$ cat src/rtl/branch_predictor.sv
// Fetch-side branch predictor: direct-mapped BTB with 2-bit counters, ID-stage
// prediction tracking, mispredict flush/redirect and saturating statistics.
module branch_predictor #(
    parameter int MAX_LENGTH = 32,
    parameter int INDEX_BITS = 4,
    parameter int CNT_WIDTH  = 16
) (
    input  logic                  clk,
    input  logic                  rst,
    input  logic                  freeze,
    input  logic [MAX_LENGTH-1:0] if_pc,
    output logic                  pred_taken,
    output logic [MAX_LENGTH-1:0] pred_target,
    input  logic                  id_valid,
    input  logic [MAX_LENGTH-1:0] id_pc,
    input  logic                  id_is_branch,
    input  logic                  id_taken,
    input  logic [MAX_LENGTH-1:0] id_target,
    output logic                  flush,
    output logic [MAX_LENGTH-1:0] redirect_pc,
    output logic [CNT_WIDTH-1:0]  branch_count,
    output logic [CNT_WIDTH-1:0]  mispredict_count
);

    localparam int ENTRIES = 1 << INDEX_BITS;
    localparam int TAG_W   = MAX_LENGTH - INDEX_BITS - 2;

    logic                  valid_q  [ENTRIES];
    logic [TAG_W-1:0]      tag_q    [ENTRIES];
    logic [MAX_LENGTH-1:0] target_q [ENTRIES];
    logic [1:0]            ctr_q    [ENTRIES];

    logic                  id_pred_taken;
    logic [MAX_LENGTH-1:0] id_pred_target;

    logic [INDEX_BITS-1:0] if_idx;
    logic [TAG_W-1:0]      if_tag;
    logic                  if_hit;
    logic [INDEX_BITS-1:0] id_idx;
    logic [TAG_W-1:0]      id_tag;
    logic                  id_hit;
    logic                  train;
    logic                  mispredict;
    logic                  unused_pc_bits;

    // Word-aligned PCs: the two low bits never select or tag an entry.
    assign unused_pc_bits = ^{if_pc[1:0], id_pc[1:0]};

    assign if_idx = if_pc[INDEX_BITS+1:2];
    assign if_tag = if_pc[MAX_LENGTH-1:INDEX_BITS+2];
    assign id_idx = id_pc[INDEX_BITS+1:2];
    assign id_tag = id_pc[MAX_LENGTH-1:INDEX_BITS+2];

    assign if_hit      = valid_q[if_idx] && (tag_q[if_idx] == if_tag);
    assign id_hit      = valid_q[id_idx] && (tag_q[id_idx] == id_tag);
    assign pred_taken  = if_hit && ctr_q[if_idx][1];
    assign pred_target = pred_taken ? target_q[if_idx] : '0;

    assign train = rst && !freeze && id_valid;

    always_comb begin
        mispredict = 1'b0;
        if (train) begin
            if (id_is_branch) begin
                mispredict = (id_taken != id_pred_taken) ||
                             (id_taken && (id_target != id_pred_target));
            end else begin
                mispredict = id_pred_taken;
            end
        end
    end

    assign flush       = mispredict;
    assign redirect_pc = (id_is_branch && id_taken) ? id_target
                                                    : id_pc + MAX_LENGTH'(4);

    // Tracking registers: a flush pushes a bubble into ID, so it wins over freeze.
    always_ff @(posedge clk) begin
        if (!rst) begin
            id_pred_taken  <= 1'b0;
            id_pred_target <= '0;
        end else if (flush) begin
            id_pred_taken  <= 1'b0;
            id_pred_target <= '0;
        end else if (!freeze) begin
            id_pred_taken  <= pred_taken;
            id_pred_target <= pred_target;
        end
    end

    always_ff @(posedge clk) begin
        if (!rst) begin
            for (int i = 0; i < ENTRIES; i++) begin
                valid_q[i]  <= 1'b0;
                tag_q[i]    <= '0;
                target_q[i] <= '0;
                ctr_q[i]    <= 2'd1;
            end
        end else if (train) begin
            if (id_is_branch) begin
                if (id_hit) begin
                    if (id_taken) begin
                        target_q[id_idx] <= id_target;
                        if (ctr_q[id_idx] != 2'd3) begin
                            ctr_q[id_idx] <= ctr_q[id_idx] + 2'd1;
                        end
                    end else if (ctr_q[id_idx] != 2'd0) begin
                        ctr_q[id_idx] <= ctr_q[id_idx] - 2'd1;
                    end
                end else begin
                    // New entries start weakly biased toward the observed outcome.
                    valid_q[id_idx]  <= 1'b1;
                    tag_q[id_idx]    <= id_tag;
                    target_q[id_idx] <= id_target;
                    ctr_q[id_idx]    <= id_taken ? 2'd2 : 2'd1;
                end
            end else if (id_pred_taken) begin
                valid_q[id_idx] <= 1'b0;
            end
        end
    end

    always_ff @(posedge clk) begin
        if (!rst) begin
            branch_count     <= '0;
            mispredict_count <= '0;
        end else begin
            if (train && id_is_branch && (branch_count != '1)) begin
                branch_count <= branch_count + 1'b1;
            end
            if (flush && (mispredict_count != '1)) begin
                mispredict_count <= mispredict_count + 1'b1;
            end
        end
    end

endmodule

$ cat config.mk
export PLATFORM = sky130hd
export DESIGN_NAME = branch_predictor
export DESIGN_NICKNAME = d
export VERILOG_FILES = /design/src/rtl/branch_predictor.sv
export SDC_FILE = /design/constraint.sdc
export NUM_CORES = 2
export LEC_CHECK = 0
export CAP_MARGIN = 5
export CORE_MARGIN = 1.5
export CORE_UTILIZATION = 55
export DETAILED_ROUTE_END_ITERATION = 8
export GPL_TIMING_DRIVEN = 0
export PLACE_DENSITY = 0.73
export SLEW_MARGIN = 10
export SYNTH_ARGS = -nofsm -noshare
export SYNTH_HDL_FRONTEND = slang
export SYNTH_SLANG_ARGS = --single-unit
$ cat constraint.sdc
create_clock -name clk -period 20.4 [get_ports clk]
set_clock_uncertainty 0.15 [all_clocks]
set_input_delay 5.1 -clock clk [delete_from_list [all_inputs] [get_ports clk]]
set_output_delay 5.1 -clock clk [all_outputs]
set_load 0.005 [all_outputs]
Word-level counts from Yosys, hierarchy flattened
Memories as Yosys holds them, arrays and structs flattened. Cells that the tools add are included.

Bits in registers: 65. Bits in latches: 0. Bits in writable memories: 976. Bits in read-only memories: 0. Bits of input ports: 102. Memories kept: 4.

Add/subtract/negate cells: 5. $mul: 0. Div/mod/pow operators: 0. Magnitude comparators: 0. Eq/ne operators: 7. Shifts and indexed selects: 0. Multiplexer cells: 52. Bitwise logic cells: 5. Reduce and logical (&&, ||, !) cells: 18.

Memories: target_q (depth 16, width 32, read ports 1, clocked after Yosys merged registers in 0, wr ports 16, RTL line 30) `logic [MAX_LENGTH-1:0] target_q [ENTRIES];`; tag_q (depth 16, width 26, read ports 2, clocked after Yosys merged registers in 0, wr ports 16, RTL line 29) `logic [TAG_W-1:0] tag_q [ENTRIES];`; ctr_q (depth 16, width 2, read ports 2, clocked after Yosys merged registers in 0, wr ports 16, RTL line 31) `logic [1:0] ctr_q [ENTRIES];`; valid_q (depth 16, width 1, read ports 2, clocked after Yosys merged registers in 0, wr ports 16, RTL line 28) `logic valid_q [ENTRIES];`.

Operator list (number): two-way mux 32 bit (4); equality test 26 bit (2); two-way mux 1 bit (39); adder 16 x 1 -> 16 bit (second input constant) (2); adder 32 x 3 -> 32 bit (second input constant) (1); inequality test 16 bit (second input constant) (2); inequality test 32 bit (1); OR reduction 32 bit (1); two-way mux 26 bit (1); OR reduction 26 bit (1); two-way mux 4 bit (4); logical AND 1 bit (10); two-way mux 2 bit (4); OR 1 bit (4); OR reduction 2 bit (2); adder 2 x 1 -> 2 bit (second input constant) (1); inequality test 2 bit (second input constant) (1); nonzero test 2 bit (1); subtractor 2 x 1 -> 2 bit (second input constant) (1); zero test 1 bit (1); logical OR 1 bit (1); inequality test 1 bit (1); inverter 1 bit (1); OR reduction 1 bit (1).

Depth between registers and ports, before layout
An unclocked memory read counts as a cell.

Depth in word-level cells: 13. Depth in mapped cells: 17.

Worst setup path after synthesis
Ideal clock, no wire load.

Kind: input to output. Start: input if_pc[2]. End: output pred_target[10]. Arrival: 7.896 ns. Path slack: 7.254 ns. Stages on the path: 10. Cells stage by stage: clkbuf_1 buf_1 mux4_2 mux4_2 xnor2_1 nand2_1 nor4_1 nand4_1 clkbuf_1 nor2_1.

Word-level cells in the longest chain between the ends: 5. Elaborated cells on any way between the ends: 8.

Ends and longest elaborated chain: from (decl) (RTL line 11) `input logic [MAX_LENGTH-1:0] if_pc,`; memory (16 x 26 bit); equality test 26 bit (RTL line 54) `assign if_hit = valid_q[if_idx] && (tag_q[if_idx] == if_tag);`; logical AND 1 bit (RTL line 54); logical AND 1 bit (RTL line 56) `assign pred_taken = if_hit && ctr_q[if_idx][1];`; two-way mux 32 bit (*) (RTL line 57) `assign pred_target = pred_taken ? target_q[if_idx] : '0;`; to (decl) (RTL line 13) `output logic [MAX_LENGTH-1:0] pred_target,`.

Every way passes the cells marked *; elsewhere a longest branch is shown, timed or not.

Final worst setup path
Start: input id_pc[5]. End: output redirect_pc[31].

Word-level cells in the longest chain between the ends: 2.

Ends and longest elaborated chain: from (decl) (RTL line 15) `input logic [MAX_LENGTH-1:0] id_pc,`; adder 32 x 3 -> 32 bit (RTL line 75) `: id_pc + MAX_LENGTH'(4);`; two-way mux 32 bit (RTL line 74) `assign redirect_pc = (id_is_branch && id_taken) ? id_target`; to (decl) (RTL line 20) `output logic [MAX_LENGTH-1:0] redirect_pc,`.

Every way passes these cells.

==> results.md <==
- CP Depth: 13
- Number of nets with antenna violations after detailed routing: 0
- Worst hold-check path type: register to register
- Die Y-Extent: roughly 310 µm
- Number of non-filler instances in the completed layout: ~5500
- Dominant cell type by area after synthesis: sky130_fd_sc_hd__edfxtp_1
- Cts repair resizes: 0
- Number of setup buffers added after CTS: 0
- Sink Count: between 1000 and 1500
- Global placement routability congestion: 1.06
- Final cell utilization of the core: a little under two thirds
- TritonCTS clock tree: built
- Area fraction of the dominant cell type after synthesis: between 50% and 60%
- Most repeated library cell on the critical path: sky130_fd_sc_hd__nand3_1
- Start point of the critical path: id_pc[5]
- Worst setup path class: input port to output pin
- Clock edge transition at the registers on the reported setup and hold paths: around 0.070 ns
- Count of unique library cells instantiated by Yosys: 70
- Core box area: 95200 µm²
- Actual slew at the worst max-slew pin: 1.45 ns
- Worst path bufs/invs: 5
- Final Hold Violating Endpoints: 0
- Final layout net count: around 4300
- Post-synthesis sequential area ratio: 57.5%
- Crit Reg-Reg Endpoint: tag_q[1][20]$_SDFFCE_PN0P_
- Initial cell density of the core: 55.6%
- Number of I/O port buffers: about 190
- TritonRoute pass-1 iters: 6
- Share of async-settable or async-resettable flops after synthesis: 0%
- Worst path top cell family by delay: simple AND/OR/NAND/NOR gates
- Overall power consumption: about 5 mW
- Worst slew margin relative to its limit: 3.34%
- Number of buffers created by CTS: 109
- Via count: roughly 38000
- Delay of the slowest cell on the worst path: 0.90 ns
- Critical path endpoint category: output pin
- Capturing instance or port of the critical path: redirect_pc[31]
- Average wire length per cell after detail routing: 35.8 µm
- Total of endpoints with negative setup slack in the final report: 0
- Prevailing post-synth register cell: sky130_fd_sc_hd__edfxtp_1
- Share of the clock period used by the worst path: 82.5%
- Synthesized net count: 3953
- Starting DRC count in detailed routing: 6094
- Hold Buf Count CTS: 0
- Number of buffers on the longest clock path: 3
- Wire length of the first global-routing pass: 274 mm
- Placed cells: 5328
- Total Wirelength: 199 mm
- Yosys warns: 0
- Leakage power: 20.4 nW
- Cells after synthesis: about 3800
- Register bit count reported by yosys: 1041
- Post-synthesis to final-layout area growth: 15.0%
- RSZ-0062 raised after global routing: no
- Clock Latency Late Sink: 0.75 ns
- Total GRT Usage: 40.5%
- Worst R2R Setup Slack: 14.31 ns
- Worst vdd rail ir drop: roughly 0.000082 V
- Root Buffer Master: sky130_fd_sc_hd__clkbuf_16
- Max-cap viol count: 0
- Post-Syn Area: 52900 µm²
- Number of fill cells in the layout: 7108
- CP Max Fanout: 10
- Worst Path Required: 15.15 ns
- Width of the die: 313 µm
- Number of cell rows: 113
- Via count of the first global-routing pass: 36697
- Kind of start point of the critical path: input port
- Area of the die: 98100 µm²
- Critical path, cell by cell: clkdlybuf4s50_1 > buf_2 > inv_2 > clkbuf_2 > nor2_1 > nand3_1 > nor4_1 > nand3_1 > nor3_1 > nand3_1 > xor2_1 > o21ai_0 > clkdlybuf4s50_1
- Count of flip-flops with a built-in enable after synthesis: 960
- Detailed Place HPWL: 144 mm
- Biggest area contributors in the synthesized netlist: sky130_fd_sc_hd__edfxtp_1 (54%), sky130_fd_sc_hd__mux4_2 (14%), sky130_fd_sc_hd__and2_1 (8.9%)
- Path depth of the worst reg2reg path: 12
- Final TNS setup: 0 ns
- Remaining routing DRC violations: 0
- Mapped Avg Cell Area: approximately 14 µm²
- Layout cells sized above 1: between 10% and 20%
- Final slew viol count: 0
- Data arrival time of the critical path: 11.58 ns
- Clock period minus final worst setup slack: 16.83 ns
- # IOs: 200
- Highest achievable clock rate: 0.0594 GHz
- Via-per-instance ratio: 6.82
- Maximum number of pins on one net before global-route repair: 27
- Power density over the cells: 83.6 nW/µm²
- Run status: finished, final reports clean
- Antenna violations before repair: 14
- Worst-path cell with the longest stage delay: sky130_fd_sc_hd__nor2_1
- Reg-to-reg startpoint: tag_q[2][13]$_SDFFCE_PN0P_
- H-tree depth reported by CTS: 3
- Leftover overflow at the end of global routing: 0
[logic make-up after synthesis]
family	after synthesis	share of synthesized area [%]
xor gates and xnor gates	136	2.25
muxes	522	18.0
adders and majority gates	6	0.142
DFF	1041	57.5
and+or+nand+nor	1446	15.1
buffers and inverters	392	3.22
AOI/OAI and AO/OA	302	3.73
[layout by cell type (no fill, tap or decap), types with 81 or more instances in the layout]
cell type,netlist,layout
sky130_fd_sc_hd__mux2i_1,120,120
sky130_fd_sc_hd__clkdlybuf4s50_1,0,186
sky130_fd_sc_hd__o21ai_0,130,114
sky130_fd_sc_hd__xnor2_1,87,87
sky130_fd_sc_hd__nor2_1,101,101
sky130_fd_sc_hd__dfxtp_1,81,81
sky130_fd_sc_hd__clkbuf_16,0,111
sky130_fd_sc_hd__clkbuf_1,264,271
sky130_fd_sc_hd__mux4_2,330,330
sky130_fd_sc_hd__nor3_1,259,259
sky130_fd_sc_hd__edfxtp_1,960,960
sky130_fd_sc_hd__and2_1,754,754
sky130_fd_sc_hd__nand2_1,175,175
[registers in the layout, summed over array words and instances, names as in the netlist]
signal	count
branch_count	16
ctr_q	32
id_pred_taken	1
id_pred_target	32
mispredict_count	16
tag_q	416
target_q	512
valid_q	16
[through the flow]
stage	hold WS (ns)	setup WS (ns)	cell area [µm²]
global placement	0.305	3.81	56400
detailed placement	0.313	3.93	57300
finish	0.330	3.57	60900
floorplan	0.295	7.25	52900
CTS	0.327	3.93	60800
global route	0.354	3.72	60800
[synthesized netlist by cell type, types with 6 or more instances]
master and count:
sky130_fd_sc_hd__edfxtp_1 960, sky130_fd_sc_hd__and2_1 754, sky130_fd_sc_hd__mux4_2 330, sky130_fd_sc_hd__clkbuf_1 264, sky130_fd_sc_hd__nor3_1 259, sky130_fd_sc_hd__nand2_1 175, sky130_fd_sc_hd__o21ai_0 130, sky130_fd_sc_hd__mux2i_1 120
sky130_fd_sc_hd__nor2_1 101, sky130_fd_sc_hd__xnor2_1 87, sky130_fd_sc_hd__dfxtp_1 81, sky130_fd_sc_hd__mux2_2 66, sky130_fd_sc_hd__buf_2 59, sky130_fd_sc_hd__xor2_1 49, sky130_fd_sc_hd__nand3_1 47, sky130_fd_sc_hd__nand2b_1 38
sky130_fd_sc_hd__a22oi_1 34, sky130_fd_sc_hd__buf_1 26, sky130_fd_sc_hd__a21oi_1 20, sky130_fd_sc_hd__nand4_1 19, sky130_fd_sc_hd__inv_1 17, sky130_fd_sc_hd__o22a_1 16, sky130_fd_sc_hd__o211ai_1 14, sky130_fd_sc_hd__o22ai_1 14
sky130_fd_sc_hd__buf_6 13, sky130_fd_sc_hd__and3_1 12, sky130_fd_sc_hd__nor2b_1 12, sky130_fd_sc_hd__nor4_1 12, sky130_fd_sc_hd__a22o_1 11, sky130_fd_sc_hd__a211oi_1 10, sky130_fd_sc_hd__ha_1 6
[worst reg2reg max path, delay by kind of cell, from the launching register on]
family                    cells  cell delay [ns]
AOI/OAI and AO/OA             3             1.21
xor gates and xnor gates      1             0.56
muxes                         2             0.80
DFF                           1             0.38
and+or+nand+nor               2             0.63
buffers and inverters         4             2.07
[power by group]
group | leakage (nW) | internal (mW) | switching, mW
Sequential | 9.75 | 2.43 | 0.0424
Combinational | 8.92 | 0.229 | 0.393
Clock | 1.72 | 1.11 | 0.890
[routing by layer]
layer / track usage, % / wire length, µm / vias to the layer above
li1: - / - / 15108
met3: 11.2 / 25400 / 845
met5: 0 / 76 / -
met4: 29.8 / 17800 / 12
met1: 49.2 / 65300 / 18654
met2: 62.4 / 90100 / 3200
[worst min-delay path by stage]
| stage | startpoint | to | slack (ns) | depth (start not counted) |
|---|---|---|---|---|
| after global placement | id_pred_target[24]$_SDFFE_PP0N_ | id_pred_target[24]$_SDFFE_PP0N_ | 0.31 | 2 |
| after floorplan | id_pred_target[10]$_SDFFE_PP0N_ | id_pred_target[10]$_SDFFE_PP0N_ | 0.29 | 2 |
| after detailed placement | id_pred_target[25]$_SDFFE_PP0N_ | id_pred_target[25]$_SDFFE_PP0N_ | 0.31 | 2 |
| after CTS | id_pred_target[25]$_SDFFE_PP0N_ | id_pred_target[25]$_SDFFE_PP0N_ | 0.33 | 2 |
| after global routing | id_pred_target[4]$_SDFFE_PP0N_ | id_pred_target[4]$_SDFFE_PP0N_ | 0.35 | 2 |
| final | id_pred_target[15]$_SDFFE_PP0N_ | id_pred_target[15]$_SDFFE_PP0N_ | 0.33 | 2 |
[layout make-up]
class,count,area (µm²),area share [%]
Timing Repair Buffer,218,2580,4.24
Tap cell,1265,1580,2.60
Inverter,23,86.3,0.142
Clock inverter,80,663,1.09
Buffer,369,1630,2.68
Clock buffer,126,2850,4.69
Antenna cell,10,25.0,0.0411
Multi-Input combinational cell,2412,21000,34.5
Sequential cell,1041,30400,50.0
(Power assumes the default switching activity.)
